==> config.mk <==
export PLATFORM = sky130hd
export DESIGN_NAME = mem_stage_lsu
export DESIGN_NICKNAME = d
export VERILOG_FILES = /design/src/rtl/mem_stage_lsu.sv
export SDC_FILE = /design/constraint.sdc
export NUM_CORES = 1
export LEC_CHECK = 0
export BUFFER_PORTS_ARGS = -buffer_cell sky130_fd_sc_hd__buf_4
export CELL_PAD_IN_SITES_DETAIL_PLACEMENT = 1
export CELL_PAD_IN_SITES_GLOBAL_PLACEMENT = 1
export CORE_ASPECT_RATIO = 0.7
export CORE_UTILIZATION = 41
export DETAILED_ROUTE_END_ITERATION = 6
export PLACE_DENSITY = 0.91
export REMOVE_ABC_BUFFERS = 1
export SETUP_SLACK_MARGIN = 0.5
export SKIP_LAST_GASP = 1
export SYNTH_ARGS = -nofsm -noshare
export SYNTH_HDL_FRONTEND = slang
export SYNTH_SLANG_ARGS = --single-unit
==> constraint.sdc <==
create_clock -name clk -period 2.8 [get_ports clk]
set_input_delay 0 -clock clk [delete_from_list [all_inputs] [get_ports clk]]
set_output_delay 0 -clock clk [all_outputs]
set_load 0.02 [all_outputs]
==> src/rtl/mem_stage_lsu.sv <==
// MEM-stage load/store unit for the RV32 5-stage pipeline: req/gnt/rvalid data-memory
// handshake, load alignment/extension, pipeline stall, misalign/illegal/timeout flags.
module mem_stage_lsu #(
   parameter int DATAWIDTH      = 32,
   parameter int TIMEOUT_CYCLES = 16,
   parameter int CNTW           = 5
) (
   input  logic                 clk,
   input  logic                 rst,
   input  logic                 valid_i,
   input  logic                 mem_read_i,
   input  logic                 mem_write_i,
   input  logic [2:0]           funct3_i,
   input  logic [DATAWIDTH-1:0] addr_i,
   input  logic [DATAWIDTH-1:0] store_data_i,
   output logic                 dmem_req_o,
   output logic                 dmem_we_o,
   output logic [DATAWIDTH-1:0] dmem_addr_o,
   output logic [3:0]           dmem_be_o,
   output logic [DATAWIDTH-1:0] dmem_wdata_o,
   input  logic                 dmem_gnt_i,
   input  logic                 dmem_rvalid_i,
   input  logic [DATAWIDTH-1:0] dmem_rdata_i,
   output logic [DATAWIDTH-1:0] load_data_o,
   output logic                 stall_o,
   output logic                 misalign_o,
   output logic                 bus_err_o
);

   typedef enum logic [1:0] {IDLE, REQ, RESP, DONE} state_t;

   state_t               state_q, state_d;
   logic [CNTW-1:0]      cnt_q;
   logic                 we_q;
   logic [3:0]           be_q;
   logic [DATAWIDTH-1:0] addr_q, wdata_q, load_data_q;
   logic [2:0]           funct3_q;
   logic [1:0]           off_q;

   logic                 start, illegal, misaligned, accept, limit, timeout;
   logic [3:0]           be_d;
   logic [DATAWIDTH-1:0] wdata_d, fmt_data;
   logic [7:0]           byte_sel;
   logic [15:0]          half_sel;

   // Request decode, evaluated against the live EX/MEM fields while IDLE.
   // NOTE: every always_comb output gets a default first so no path can infer a latch.
   always_comb begin
      start      = rst & valid_i & (mem_read_i | mem_write_i);
      illegal    = 1'b0;
      misaligned = 1'b0;
      if (mem_read_i & mem_write_i)
         illegal = 1'b1;
      else if (mem_read_i)
         illegal = (funct3_i == 3'b011) | (funct3_i[2:1] == 2'b11);
      else
         illegal = funct3_i[2] | (funct3_i[1:0] == 2'b11);
      case (funct3_i[1:0])
         2'b01:   misaligned = addr_i[0];
         2'b10:   misaligned = |addr_i[1:0];
         default: misaligned = 1'b0;
      endcase
      accept = (state_q == IDLE) & start & ~illegal & ~misaligned;

      be_d    = 4'b1111;
      wdata_d = store_data_i;
      case (funct3_i[1:0])
         2'b00: begin
            be_d    = 4'b0001 << addr_i[1:0];
            wdata_d = {4{store_data_i[7:0]}};
         end
         2'b01: begin
            be_d    = 4'b0011 << {addr_i[1], 1'b0};
            wdata_d = {2{store_data_i[15:0]}};
         end
         default: ;
      endcase
   end

   // Load formatting uses the latched size/sign and byte offset, not the live inputs.
   always_comb begin
      byte_sel = dmem_rdata_i[{off_q, 3'b000} +: 8];
      half_sel = off_q[1] ? dmem_rdata_i[31:16] : dmem_rdata_i[15:0];
      case (funct3_q)
         3'b000:  fmt_data = {{24{byte_sel[7]}}, byte_sel};
         3'b100:  fmt_data = {24'd0, byte_sel};
         3'b001:  fmt_data = {{16{half_sel[15]}}, half_sel};
         3'b101:  fmt_data = {16'd0, half_sel};
         default: fmt_data = dmem_rdata_i;
      endcase
   end

   always_comb begin
      limit   = (cnt_q == CNTW'(TIMEOUT_CYCLES - 1));
      timeout = limit & (((state_q == REQ) & ~dmem_gnt_i) | ((state_q == RESP) & ~dmem_rvalid_i));
   end

   // NOTE: sequential state uses non-blocking assignments so all flops update from pre-edge values.
   always_ff @(posedge clk or negedge rst) begin
      if (!rst) state_q <= IDLE;
      else      state_q <= state_d;
   end

   always_comb begin
      state_d = state_q;
      case (state_q)
         IDLE: if (accept) state_d = REQ;
         REQ: begin
            if (dmem_gnt_i) state_d = we_q ? DONE : RESP;
            else if (limit) state_d = DONE;
         end
         RESP: if (dmem_rvalid_i || limit) state_d = DONE;
         DONE: state_d = IDLE;
         default: state_d = IDLE;
      endcase
   end

   // Any state change restarts the progress counter, which covers entry to REQ and RESP.
   always_ff @(posedge clk or negedge rst) begin
      if (!rst)
         cnt_q <= '0;
      else if (state_d != state_q)
         cnt_q <= '0;
      else if ((state_q == REQ) || (state_q == RESP))
         cnt_q <= cnt_q + 1'b1;
   end

   // NOTE: the latched access fields are reset too, so dmem_* never shows stale X after reset.
   always_ff @(posedge clk or negedge rst) begin
      if (!rst) begin
         we_q     <= 1'b0;
         be_q     <= '0;
         addr_q   <= '0;
         wdata_q  <= '0;
         funct3_q <= '0;
         off_q    <= '0;
      end else if (accept) begin
         we_q     <= mem_write_i;
         be_q     <= be_d;
         addr_q   <= {addr_i[DATAWIDTH-1:2], 2'b00};
         wdata_q  <= wdata_d;
         funct3_q <= funct3_i;
         off_q    <= addr_i[1:0];
      end
   end

   always_ff @(posedge clk or negedge rst) begin
      if (!rst)
         load_data_q <= '0;
      else if ((state_q == RESP) && dmem_rvalid_i)
         load_data_q <= fmt_data;
      else if (timeout)
         load_data_q <= '0;
   end

   assign load_data_o = load_data_q;

   always_comb begin
      dmem_req_o   = 1'b0;
      dmem_we_o    = 1'b0;
      dmem_addr_o  = '0;
      dmem_be_o    = '0;
      dmem_wdata_o = '0;
      stall_o      = 1'b0;
      misalign_o   = 1'b0;
      bus_err_o    = 1'b0;
      case (state_q)
         IDLE: begin
            stall_o    = accept;
            bus_err_o  = start & illegal;
            misalign_o = start & ~illegal & misaligned;
         end
         REQ: begin
            dmem_req_o   = 1'b1;
            dmem_we_o    = we_q;
            dmem_addr_o  = addr_q;
            dmem_be_o    = be_q;
            dmem_wdata_o = wdata_q;
            stall_o      = 1'b1;
            bus_err_o    = timeout;
         end
         RESP: begin
            stall_o   = 1'b1;
            bus_err_o = timeout;
         end
         default: ;
      endcase
   end

endmodule

==> results.md <==
* Flop-to-flop setup slack at 0.47 ns
* Initial Util at 42.29%
* Post-DP Area at 7612 um2
* Cells on Worst Hold Path at 3
* Final Util at 63.92%
* Final TNS setup at 0 ns
* Pre-CTS setup slack at 0.3904 ns
* Clock skew at 0.01190 ns
* Hold_sp: store_data_i[16]
* Area grow syn2layout at 51.13%
* Worst Setup Path Type: reg -> reg
* RSZ-0062 raised after global routing: no
* Drt first pass iters at 5
* Final Critical Period at 2.331 ns
* H-tree levels at 3
* Hold WC Path Type: in -> reg
* Antenna-violating nets left at 0
* Yosys warning total at 0
* Finished layout cell area at 8954 um2
* Clk sinks at 111
* Most common cell after layout, fill and taps aside: buf_4
* Critical path cell sequence: inv_2 > ha_4 > o2111a_1 > nand3_1 > nor2_4 > buf_4 > clkbuf_16 > mux2_2
* Pwr Total at 8.914 mW
* Top_reg_cell synth: dfrtp_1
* Via count at 5931
* Die Height at 102.6 um
* Yosys cell types at 51
* Worst path bufs/invs at 3
* CTS tree: yes
* EDFF count, synth at 0
* M3 GR Usage at 6.637%
* Clock transition at the registers of the reported paths at 0.09 ns
* PnR worst setup slack at 0.4691 ns
* Maximum vdd drop at 0.4866 mV
* CTS Buf Count at 9
* Die X at 145.7 um
* Worst Tran Pin Value at 1.111 ns
* Rows at 36
* Drt total wl at 25580 um
* Overflow after GRT at 0
* Met1 usage at 37.77%
* Slowest cell on the critical path: dfrtp_2
* Achievable frequency at 0.4290 GHz
* Fin. Hold Viols at 0
* Leak Pwr at 4.198 nW
* Pwr dens at 995.6 nW/um2
* Synth Cell Area at 5924 um2
* CP arrival at 2.58 ns
* Share of layout cells above drive strength 1 at 41.54%
* Top Ports at 211
* Initial drt markers at 498
* Gate Count Post-Synth at 542
* Core Region at 14010 um2
* Asr flop ratio synth at 100.0%
* Worst-skew pair later-pin latency at 0.37 ns
* Largest net degree at the start of global routing at 85
* FF-to-FF End: addr_q[31]
* Most frequent cells in the layout: buf_4 (223), dfrtp_1 (108), dlygate4sd3_1 (82)
* IO buf count at 208
* Crit-path max FO at 14
* First-pass GRT wire length at 35750 um
* Full die area at 14940 um2
* CP max stage delay at 0.47 ns
* Initial antenna violation count at 0
* Avg Vias per Cell at 5.798
* Met2 usage in global routing at 54.25%
* DRC at 0
* # fillers at 1490
* Final Wtd Congestion at 0.8579
* Final setup violation count at 0
* Sequential element share of the synthesized area at 46.88%
* Status: completed
* Top Usage Layer GRT: met2
* Worst Hold End: wdata_q[16]
* Synth Register Bits at 111
* Total Routing Usage GR at 31.30%
* Longest Clk Path Bufs at 2
* Ant diodes at 0
* Post-DP HPWL at 13270 um
* Max Cap Viol at 0
* Final worst-path cycle share at 83.25%
* Crit. End Element: flip-flop
* Post-DR wirelength/cell at 25.01 um
* CTS Root Cell: clkbuf_16
* Fin nets at 945
* Number of global-route vias before repair at 6265
* Post-synthesis average cell area at 10.93 um2
* Family with the most delay on the worst path: buffers and inverters
* Startpoint class of the critical path: flip-flop
* Final Max Slew Viols at 0
* Worst R2R Start: state_q[0]
* R2R depth at 8
* Relative slew slack at 25.95%
* WP data required at 3.05 ns
[repair_timing]
item	in CTS	in global routing
endpoints found under the hold margin	108	0
gates resized for setup	3	13
setup buffers	0	11
hold buffers	82	0
endpoints found under the setup margin	87	77
cloned	1	2
pin swaps	0	4
[Yosys cell counts (2+ instances only)]
master | number | area share [%]
buf_4 | 10 | 1.3
mux4_2 | 2 | 0.76
and2_1 | 68 | 7.2
a22oi_1 | 8 | 1.0
o211ai_1 | 3 | 0.38
mux2_1 | 8 | 1.5
o21ai_0 | 30 | 2.5
nor3_1 | 7 | 0.59
nor2_1 | 17 | 1.1
a2bb2oi_1 | 2 | 0.30
a211oi_1 | 3 | 0.38
inv_1 | 9 | 0.57
dfrtp_1 | 111 | 47
o21a_1 | 8 | 1.0
buf_6 | 2 | 0.38
mux2_4 | 2 | 0.51
mux2_2 | 75 | 14
nand3_1 | 8 | 0.68
ha_1 | 11 | 2.3
nor2b_1 | 5 | 0.53
nand2_1 | 42 | 2.7
mux2i_1 | 3 | 0.51
o22ai_1 | 8 | 0.84
buf_2 | 6 | 0.51
a21oi_1 | 13 | 1.1
a221o_1 | 16 | 2.7
xnor2_1 | 2 | 0.30
a22o_1 | 9 | 1.3
a21o_1 | 9 | 1.1
clkbuf_1 | 20 | 1.3
nor2_2 | 2 | 0.21
nand2b_1 | 4 | 0.42
[where the power goes]
| part | switching (mW) | internal, mW |
|---|---|---|
| Combinational | 2.46 | 2.04 |
| Clock | 0.694 | 0.636 |
| Sequential | 0.680 | 2.40 |
| Total | 3.84 | 5.08 |
[cell type report]
class	instances	area [um2]	share of cell area (%)
Clock inverter	7	68.82	0.7686
Inverter	10	37.54	0.4192
Timing Repair Buffer	313	2655	29.65
Tap cell	190	237.7	2.655
Clock buffer	9	225.2	2.515
Sequential cell	111	2781	31.06
Multi-Input combinational cell	383	2948	32.92
[registers in the layout (all words and copies together) (netlist names)]
register,count
addr_q,30
be_q,4
cnt_q,5
funct3_q,3
load_data_o,32
off_q,2
state_q,2
wdata_q,32
we_q,1
[worst reg2reg max path, delay by kind of cell (launching register included)]
family / cells / cell delay [ns]
multiplexers: 1 / 0.37
buffers and inverters: 3 / 0.50
flip-flops: 1 / 0.47
adder cells (fa/ha/maj): 1 / 0.21
AO/OA/AOI/OAI: 1 / 0.27
AND/OR/NAND/NOR: 2 / 0.40
[kinds of logic after synthesis]
family	share of synthesized area, %
AOI/OAI and AO/OA	14.32
xor gates and xnor gates	0.4436
adders and majority gates	2.323
buffers and inverters	4.118
DFF	46.88
muxes	17.78
other	0.06330
and+or+nand+nor	14.07
[how the worst max path moves through the flow]
stage                        endpoint  slack (ns)  cells after the start        from
after global placement     wdata_q[1]        0.53                      7  state_q[0]
after floorplan            addr_q[10]       -0.97                      6  state_q[0]
after detailed placement  wdata_q[17]        0.39                      7  state_q[0]
after global routing       addr_q[31]        0.42                      8  state_q[0]
final                      addr_q[31]        0.47                      8  state_q[0]
after CTS                     stall_o        0.48                      8  state_q[0]
[stage by stage]
step                std cells  hold slack, ns
global placement          911        -0.05609
floorplan                 504         -0.2956
global route             1023        0.007488
detailed placement        911        -0.04845
finish                   1023        0.007317
CTS                      1010        0.002035
[routing by layer]
metal / share of wire, % / routed length [um]
met1: 39 / 10090
met2: 50 / 12870
met3: 6.1 / 1554
met4: 4.2 / 1070
met5: 0 / 0
Power figures use the tool's default switching activity.
